### src/rtl/hazard_ctrl_pkg.sv
// Shared pipeline types: register addresses, per-stage stall/flush bundle, hazard FSM states.
// Latency: n/a (types and a pure combinational helper only).
// Backpressure: n/a.
package hazard_ctrl_pkg;

    localparam int REG_AW = 5;

    typedef logic [REG_AW-1:0] creg_addr_t;

    // One control pair per pipeline register: stall holds it, flush loads a bubble.
    typedef struct packed {
        logic stall;
        logic flush;
    } stage_ctrl_t;

    // Item X controls the register at the output of stage X.
    typedef struct packed {
        stage_ctrl_t fetch;
        stage_ctrl_t decode;
        stage_ctrl_t execute;
        stage_ctrl_t memory;
    } hazard_data_t;

    typedef enum logic [1:0] {
        FWD_REG = 2'b00,
        FWD_MEM = 2'b01,
        FWD_WB  = 2'b10
    } fwd_sel_t;

    typedef enum logic [1:0] {
        F_IDLE    = 2'b00,
        F_WAIT    = 2'b01,
        F_DISCARD = 2'b10
    } fetch_state_t;

    typedef enum logic {
        M_IDLE = 1'b0,
        M_WAIT = 1'b1
    } mem_state_t;

    // Memory-stage ALU result wins over writeback; loads in memory cannot forward yet.
    function automatic fwd_sel_t fwd_pick(
        input creg_addr_t src,
        input creg_addr_t m_dst,
        input logic       m_reg_write,
        input logic       m_mem_to_reg,
        input creg_addr_t w_dst,
        input logic       w_reg_write
    );
        if (m_reg_write && !m_mem_to_reg && (m_dst != '0) && (m_dst == src))
            return FWD_MEM;
        else if (w_reg_write && (w_dst != '0) && (w_dst == src))
            return FWD_WB;
        else
            return FWD_REG;
    endfunction

endpackage

### src/rtl/hazard_ctrl_forward.sv
// Execute-stage operand forwarding selects for rs and rt.
// Latency: purely combinational.
// Backpressure: none.
module hazard_ctrl_forward
    import hazard_ctrl_pkg::*;
(
    input  creg_addr_t e_rs_i,
    input  creg_addr_t e_rt_i,
    input  creg_addr_t m_dst_i,
    input  logic       m_reg_write_i,
    input  logic       m_mem_to_reg_i,
    input  creg_addr_t w_dst_i,
    input  logic       w_reg_write_i,
    output fwd_sel_t   fwd_rs_o,
    output fwd_sel_t   fwd_rt_o
);

    // Both operands use the same priority rule.
    always_comb begin
        fwd_rs_o = fwd_pick(e_rs_i, m_dst_i, m_reg_write_i, m_mem_to_reg_i, w_dst_i, w_reg_write_i);
        fwd_rt_o = fwd_pick(e_rt_i, m_dst_i, m_reg_write_i, m_mem_to_reg_i, w_dst_i, w_reg_write_i);
    end

endmodule

### src/rtl/hazard_ctrl.sv
// Central stall/flush, PC hold/redirect and forwarding control for the 5-stage MIPS pipeline.
// Latency: controls are combinational from inputs and FSM state; counters lag by one cycle.
// Backpressure: an outstanding dmem/imem access holds stages until its data_ok arrives.
module hazard_ctrl
    import hazard_ctrl_pkg::*;
#(
    parameter int CNT_W = 32
) (
    input  logic             clk,
    input  logic             resetn,
    input  logic             imem_req,
    input  logic             imem_data_ok,
    input  logic             dmem_req,
    input  logic             dmem_data_ok,
    input  creg_addr_t       d_rs,
    input  creg_addr_t       d_rt,
    input  logic             d_uses_rs,
    input  logic             d_uses_rt,
    input  logic             d_jump,
    input  creg_addr_t       e_rs,
    input  creg_addr_t       e_rt,
    input  creg_addr_t       e_dst,
    input  logic             e_reg_write,
    input  logic             e_mem_to_reg,
    input  logic             e_branch_taken,
    input  creg_addr_t       m_dst,
    input  logic             m_reg_write,
    input  logic             m_mem_to_reg,
    input  creg_addr_t       w_dst,
    input  logic             w_reg_write,
    output hazard_data_t     hazard,
    output logic             pc_stall,
    output logic             pc_redirect,
    output fwd_sel_t         fwd_rs,
    output fwd_sel_t         fwd_rt,
    output logic             imem_discard,
    output logic [CNT_W-1:0] stall_cycles,
    output logic [CNT_W-1:0] flush_events
);

    localparam logic [CNT_W-1:0] CNT_ONE = {{(CNT_W-1){1'b0}}, 1'b1};

    fetch_state_t     f_state_q;
    mem_state_t       m_state_q;
    logic [CNT_W-1:0] stall_cnt_q, stall_cnt_d;
    logic [CNT_W-1:0] flush_cnt_q, flush_cnt_d;
    logic             dstall, fbusy, fstall, load_use;
    hazard_data_t     hz_c;
    logic             pc_stall_c, pc_redirect_c;
    fwd_sel_t         fwd_rs_c, fwd_rt_c;

    // Load-use detection keys off mem_to_reg alone; reg_write is carried on the bus but not needed.
    logic unused_e_reg_write;
    assign unused_e_reg_write = e_reg_write;

    assign dstall = ((m_state_q == M_IDLE) && dmem_req && !dmem_data_ok)
                 || ((m_state_q == M_WAIT) && !dmem_data_ok);
    assign fbusy  = ((f_state_q == F_IDLE) && imem_req && !imem_data_ok)
                 || ((f_state_q == F_WAIT) && !imem_data_ok);
    assign fstall = fbusy || (f_state_q == F_DISCARD);

    assign load_use = e_mem_to_reg && (e_dst != '0)
                   && ((d_uses_rs && (e_dst == d_rs)) || (d_uses_rt && (e_dst == d_rt)));

    // Prioritised hazard resolution; fetch-wait only adds on top and never stalls+flushes together.
    always_comb begin
        hz_c          = '0;
        pc_stall_c    = 1'b0;
        pc_redirect_c = 1'b0;
        if (dstall) begin
            hz_c.fetch.stall   = 1'b1;
            hz_c.decode.stall  = 1'b1;
            hz_c.execute.stall = 1'b1;
            hz_c.memory.flush  = 1'b1;
            pc_stall_c         = 1'b1;
        end else if (load_use) begin
            pc_stall_c        = 1'b1;
            hz_c.fetch.stall  = 1'b1;
            hz_c.decode.flush = 1'b1;
        end else if (e_branch_taken) begin
            pc_redirect_c     = 1'b1;
            hz_c.fetch.flush  = 1'b1;
            hz_c.decode.flush = 1'b1;
        end else if (d_jump) begin
            pc_redirect_c    = 1'b1;
            hz_c.fetch.flush = 1'b1;
        end
        if (fstall && !dstall) begin
            if (!pc_redirect_c)
                pc_stall_c = 1'b1;
            if (!hz_c.fetch.stall)
                hz_c.fetch.flush = 1'b1;
        end
    end

    hazard_ctrl_forward u_forward (
        .e_rs_i         (e_rs),
        .e_rt_i         (e_rt),
        .m_dst_i        (m_dst),
        .m_reg_write_i  (m_reg_write),
        .m_mem_to_reg_i (m_mem_to_reg),
        .w_dst_i        (w_dst),
        .w_reg_write_i  (w_reg_write),
        .fwd_rs_o       (fwd_rs_c),
        .fwd_rt_o       (fwd_rt_c)
    );

    // Instruction- and data-memory handshake trackers; a redirect orphans any fetch in flight.
    always_ff @(posedge clk or negedge resetn) begin
        if (!resetn) begin
            f_state_q <= F_IDLE;
            m_state_q <= M_IDLE;
        end else begin
            case (m_state_q)
                M_IDLE:  if (dmem_req && !dmem_data_ok) m_state_q <= M_WAIT;
                M_WAIT:  if (dmem_data_ok) m_state_q <= M_IDLE;
                default: m_state_q <= M_IDLE;
            endcase
            case (f_state_q)
                F_IDLE:    if (imem_req && !imem_data_ok)
                               f_state_q <= pc_redirect_c ? F_DISCARD : F_WAIT;
                F_WAIT:    if (imem_data_ok)
                               f_state_q <= F_IDLE;
                           else if (pc_redirect_c)
                               f_state_q <= F_DISCARD;
                F_DISCARD: if (imem_data_ok) f_state_q <= F_IDLE;
                default:   f_state_q <= F_IDLE;
            endcase
        end
    end

    // Saturating performance counters: next-state values.
    always_comb begin
        stall_cnt_d = stall_cnt_q;
        flush_cnt_d = flush_cnt_q;
        if (pc_stall_c && (stall_cnt_q != '1))
            stall_cnt_d = stall_cnt_q + CNT_ONE;
        if (pc_redirect_c && (flush_cnt_q != '1))
            flush_cnt_d = flush_cnt_q + CNT_ONE;
    end

    // Counter registers.
    always_ff @(posedge clk or negedge resetn) begin
        if (!resetn) begin
            stall_cnt_q <= '0;
            flush_cnt_q <= '0;
        end else begin
            stall_cnt_q <= stall_cnt_d;
            flush_cnt_q <= flush_cnt_d;
        end
    end

    // All control outputs read as zero while reset is held.
    assign hazard       = resetn ? hz_c : '0;
    assign pc_stall     = resetn && pc_stall_c;
    assign pc_redirect  = resetn && pc_redirect_c;
    assign fwd_rs       = resetn ? fwd_rs_c : FWD_REG;
    assign fwd_rt       = resetn ? fwd_rt_c : FWD_REG;
    assign imem_discard = resetn && (f_state_q == F_DISCARD) && imem_data_ok;
    assign stall_cycles = stall_cnt_q;
    assign flush_events = flush_cnt_q;

endmodule

### config.mk
export PLATFORM = sky130hd
export DESIGN_NAME = hazard_ctrl
export DESIGN_NICKNAME = d
export VERILOG_FILES = /design/src/rtl/hazard_ctrl_pkg.sv /design/src/rtl/hazard_ctrl_forward.sv /design/src/rtl/hazard_ctrl.sv
export SDC_FILE = /design/constraint.sdc
export NUM_CORES = 1
export LEC_CHECK = 0
export CORE_MARGIN = 2
export CORE_UTILIZATION = 50
export DETAILED_ROUTE_END_ITERATION = 6
export PLACE_DENSITY_LB_ADDON = 0.05
export SYNTH_ARGS = -nofsm -noshare
export SYNTH_HDL_FRONTEND = slang
export SYNTH_SLANG_ARGS = --single-unit
### constraint.sdc
create_clock -name clk -period 4.4 [get_ports clk]
set_input_delay 0.66 -clock clk [delete_from_list [all_inputs] [get_ports clk]]
set_output_delay 0.66 -clock clk [all_outputs]
set_load 0.05 [all_outputs]
======== Word-level counts from Yosys, hierarchy flattened ========
Cells that the tools add are included.
operators by class
  multiplexer cells ....................... 30
  reduce and logical (&&, ||, !) cells .... 39
  bitwise gates (word level) .............. 1
  equal/unequal tests ..................... 13
  add/subtract/negate cells ............... 2
operators with widths
  kind                                                             number
  32-bit by 1-bit adder with 32-bit output, second input constant  2
  32-bit != test, second input constant                            2
  5-bit == test                                                    6
  1-bit logical AND                                                26
  2-bit 2-to-1 mux                                                 11
  1-bit 2-to-1 mux                                                 16
  5-bit nonzero test                                               3
  8-bit 2-to-1 mux                                                 1
  2-bit one-hot mux with 3 select lines                            1
  1-bit logical NOT                                                4
  1-bit logical OR                                                 4
  3-bit != test, second input constant                             1
  3-bit AND reduction                                              1
  2-bit by 1-bit == test with 1-bit output, second input constant  1
  2-bit == test, second input constant                             1
  2-bit logical NOT                                                1
  2-bit by 1-bit != test with 1-bit output, second input constant  1
  2-bit != test, second input constant                             1
  1-bit one-hot mux with 2 select lines                            1
  1-bit inverter                                                   1
storage, ports and cells
  register bits after elaboration ......... 67
  word-level logic and storage cells ...... 89
  output and inout port bits .............. 79

======== Logic depth before layout (Yosys ltp) ========
  word-level depth ........................ 9
  depth in mapped cells ................... 9
  gate-level depth less buffers ........... 7

======== Hierarchy ========
From an unflattened synthesis, not the netlist that was laid out.
unflattened totals
  cells, all modules ...................... 351
  area total of the unflattened synthesis .. 3623.5 um^2
by module, submodules not included
  module               instances  area an instance (um^2)  cells an instance
  hazard_ctrl          1          3359.5                   316
  hazard_ctrl_forward  1          264.0                    35

======== Least setup slack after synthesis ========
Ideal clock, no wire load.
  kind .................................... input-to-output
  from .................................... input port m_dst[0]
  to ...................................... output port fwd_rs[1]
  buffers on the path ..................... 0
  data arrival time ....................... 3.011 ns
  slack ................................... 0.729 ns
  stages on the path ...................... 4
  data required time ...................... 3.740 ns
  cell sequence ........................... or4_1 o21ai_0 nor4_1 nor4_1
on the way
  cells in the longest elaborated chain, start to end .. 5
  elaborated cells on any way between the ends .. 6
  classes of those cells .................. eq/ne (1); mux (2); reduce/logical (3)
ends and longest elaborated chain
  item                   line                   text
  start: declaration     hazard_ctrl.sv:26      input creg_addr_t m_dst,
  5-bit nonzero test     hazard_ctrl_pkg.sv:50  if (m_reg_write && !m_mem_to_reg && (m_dst != '0) && (m_dst == src))
  1-bit logical AND      hazard_ctrl_pkg.sv:50
  1-bit logical AND (*)  hazard_ctrl_pkg.sv:50
  2-bit 2-to-1 mux (*)   hazard_ctrl_pkg.sv:50
  2-bit 2-to-1 mux (*)   hazard_ctrl.sv:157     assign fwd_rs = resetn ? fwd_rs_c : FWD_REG;
  end: declaration       hazard_ctrl.sv:34      output fwd_sel_t fwd_rs,
Every way passes the cells marked *; elsewhere a longest branch is shown, timed or not.

======== Final worst setup path ========
  from .................................... input port m_dst[0]
  to ...................................... output port fwd_rt[1]
on the way
  cells in the longest elaborated chain, start to end .. 5
  elaborated cells on any way between the ends .. 6
  classes of those cells .................. eq/ne (1); mux (2); reduce/logical (3)
ends and longest elaborated chain
  item                   line                   text
  5-bit nonzero test     hazard_ctrl_pkg.sv:50
  1-bit logical AND      hazard_ctrl_pkg.sv:50
  1-bit logical AND (*)  hazard_ctrl_pkg.sv:50
  2-bit 2-to-1 mux (*)   hazard_ctrl_pkg.sv:50
  2-bit 2-to-1 mux (*)   hazard_ctrl.sv:158     assign fwd_rt = resetn ? fwd_rt_c : FWD_REG;
  end: declaration       hazard_ctrl.sv:35      output fwd_sel_t fwd_rt,
Marks and branches as above.

==> flow_summary.yaml <==
min_path:
  hold_class: "reg2reg"
  hold_depth: 1
  hold_path.startpoint: "stall_cycles[31]$_DFFE_PN0P_"
routing:
  routedWlPerCell_um: 16.0
  ant_nets: 0
  vias: 3411
  drc_errors: 0
  drtIter0Drc: 242
  vias_per_cell: 5.54
  drt_wl_total_mm: 9.86
  first_pass_iters: 4
global_routing:
  gr-usage-all-layers: 0.247
  grt_max_degree: 76
  grt_antenna_before_repair: 0
  grt_pass1_vias: 3379
  grt_pass1_wl_mm: 16.5
  overflow: 0
cells_and_area:
  layout-drive-gt1-share: 0.0677
  mostFrequentLayoutCell: "clkdlybuf4s50_1"
  fin_nets: 565
  layout_common_cells: "122 x clkdlybuf4s50_1, 67 x dfrtp_1, 47 x xor2_1, 45 x xnor2_1, 29 x nand4_1"
  final_util: 0.730
  area_growth_pct: 40.3
  fin_area_mm2: 0.00533
  n_antenna_cell: 0
sta:
  tns_ns: 0
  layout_setup_ws_ns: 0.494
  timing.final.crit_share: 0.888
  finalHoldViolations: 0
  fin_skew_ns: 0.00957
  slew_headroom: 0.267
  fin_crit_ns: 3.91
  drv_slew: 0
  fmax_mhz: 256
  tightest_slew_ns: 1.10
  setup_viol_count_final: 0
  rsz0062_at_grt: "false"
critical_path:
  worstPathMaxFanout: 3
  path_cells: "clkdlybuf4s50_1 > or4_1 > o21ai_0 > nor4_1 > nor4_1 > clkdlybuf4s50_1"
  path_delay_family: "buffers and inverters"
  required_ns: 3.74
  worstSetupPathDepth: 6
  start_kind: "input port"
  crit_type: "in2out"
  cp.arrival_ns: 3.25
  path_buf_inv: 2
  timing.rr.start: "stall_cycles[0]$_DFFE_PN0P_"
  reg2reg_depth: 9
  cp-startpoint: "m_dst[0]"
  slowest_delay_ns: 0.85
  slowest_stage: "clkdlybuf4s50_1"
  endpoint_kind: "primary output"
yosys:
  synthArstFlopShare: 1.00
  syn-cell-area_mm2: 0.00380
  synthTopCellsByArea: "dfrtp_1 44%, xor2_1 11%, xnor2_1 10%"
  synth_cells: 388
  synth.distinct_cells: 39
  synth_seq_cells: 67
  ys.warnings.count: 0
  ys_seq_area_frac: 0.442
  synth_ff_type: "dfrtp_1"
  yosysTopAreaCell: "dfrtp_1"
  syn_area_per_cell_um2: 9.78
  synth_top_cell_area_share: 0.442
  synth_edf_count: 0
placement:
  globalplace.congestion: 0.819
  dpl.hpwl_mm: 7.17
  pre_cts_ws_ns: 0.545
  io_buffers: 125
  post_dp_cell_area_mm2: 0.00513
die:
  num_rows: 31
  core_mm2: 0.00729
  start_util: 0.521
  ios: 129
  die_w_um: 91.1
  fp.dieH_um: 91.1
  dieArea_mm2: 0.00831
clocking:
  hold_buffers: 0
  clkTransAtPathRegs_ns: 0.07
  cts_buffers: 9
  cts_tree: "yes"
  numClockSinks: 67
  cts_resized: 0
  cts_setup_buffers: 0
  cts_root_buf: "clkbuf_8"
  htreeDepth: 3
  clk-insertion-delay-late_ns: 0.34
  clockBufferDepth: 2
pwr:
  p_sw_frac: 0.395
  p_leak_nw: 2.13
  power_frac_seq: 0.384
  vdd_drop_max_v: 0.000583
  clkPwrFrac: 0.241
  combPwrFrac: 0.375
  p_sw_mw: 0.844
  total_power_mw: 2.14
  p_per_area_mw_per_mm2: 402
  p_int_mw: 1.29
run_status:
  status: "complete, no violations"
run:
  cap_violations: 0
cell usage after synthesis, types with 2 or more instances:
cell and count:
xor2_1 47, and3_2 2, clkbuf_1 11, nand4_1 29, nor2_1 17, nor2b_1 3, buf_4 4, nand3_1 22
nor3b_1 4, inv_1 5, buf_2 3, nor3_1 13, ha_1 2, a21oi_1 5, mux2_2 2, or2_2 2
and3_1 16, or4_1 8, and4_1 7, nor4_1 21, xnor2_1 45, dfrtp_1 67, nor2_2 2, nand2_1 28
nor4b_1 2, and2_1 6, o21ai_0 3
stage by stage:
stage	hold slack [ns]	instances
finish	0.483	616
global route	0.514	616
CTS	0.487	616
detailed placement	0.478	601
global placement	0.446	601
floorplan	0.364	389
routing by layer:
| metal | share of wire | vias up | GRT usage |
|---|---|---|---|
| met2 | 0.47 | 127 | 0.392 |
| met3 | 0.067 | 9 | 0.0714 |
| li1 | - | 1633 | - |
| met1 | 0.45 | 1642 | 0.329 |
| met5 | 0 | - | 0 |
| met4 | 0.011 | 0 | 0.0770 |
kinds of logic after synthesis:
group                      after synthesis  synth area share
other                                    1          0.000988
buffers and inverters                   23            0.0277
adders and majority gates                2           0.00659
and+or+nand+nor                        186             0.280
DFF                                     67             0.442
AOI/OAI and AO/OA                       15            0.0254
muxes                                    2           0.00593
xor gates and xnor gates                92             0.212
final timing paths:
check	to	slack, ns
max	fwd_rt[1]	0.49
min	stall_cycles[31]$_DFFE_PN0P_	0.48
max reg2reg	stall_cycles[9]$_DFFE_PN0P_	1.84
min reg2reg	stall_cycles[31]$_DFFE_PN0P_	0.48
max in group asynchronous	stall_cycles[26]$_DFFE_PN0P_	3.26
min in group asynchronous	stall_cycles[7]$_DFFE_PN0P_	0.57
area by class of cell:
type | count | area (um2)
timing repair buffer | 131 | 1290
inverter | 5 | 18.8
clock buffer | 13 | 159
fill | 546 | 1970
multi-input combinational | 299 | 2030
clock inverter | 2 | 35.0
sequential | 67 | 1680
tap | 99 | 124
worst register-to-register path, stage by stage, from the launching register on:
cell,delay [ns]
dfrtp_1,0.41
ha_1,0.20
and4_1,0.22
nand2_1,0.11
nor3_1,0.20
buf_4,0.19
and3_1,0.54
buf_4,0.29
nor4_1,0.09
xor2_1,0.16
state kept, by name (all words and copies together), names as in the netlist:
register / flops
m_state_q: 1
flush_events: 32
stall_cycles: 32
f_state_q: 2
power groups by stage:
stage,combinational [mW],sequential [mW],clock (mW)
after floorplan,0.206,1.12,0
after global placement,0.793,0.830,0
after detailed placement,0.803,0.831,0
after CTS,0.807,0.821,0.522
after global routing,0.848,0.841,0.545
final,0.801,0.821,0.516
Note: power is estimated with default switching activity, not from simulation.
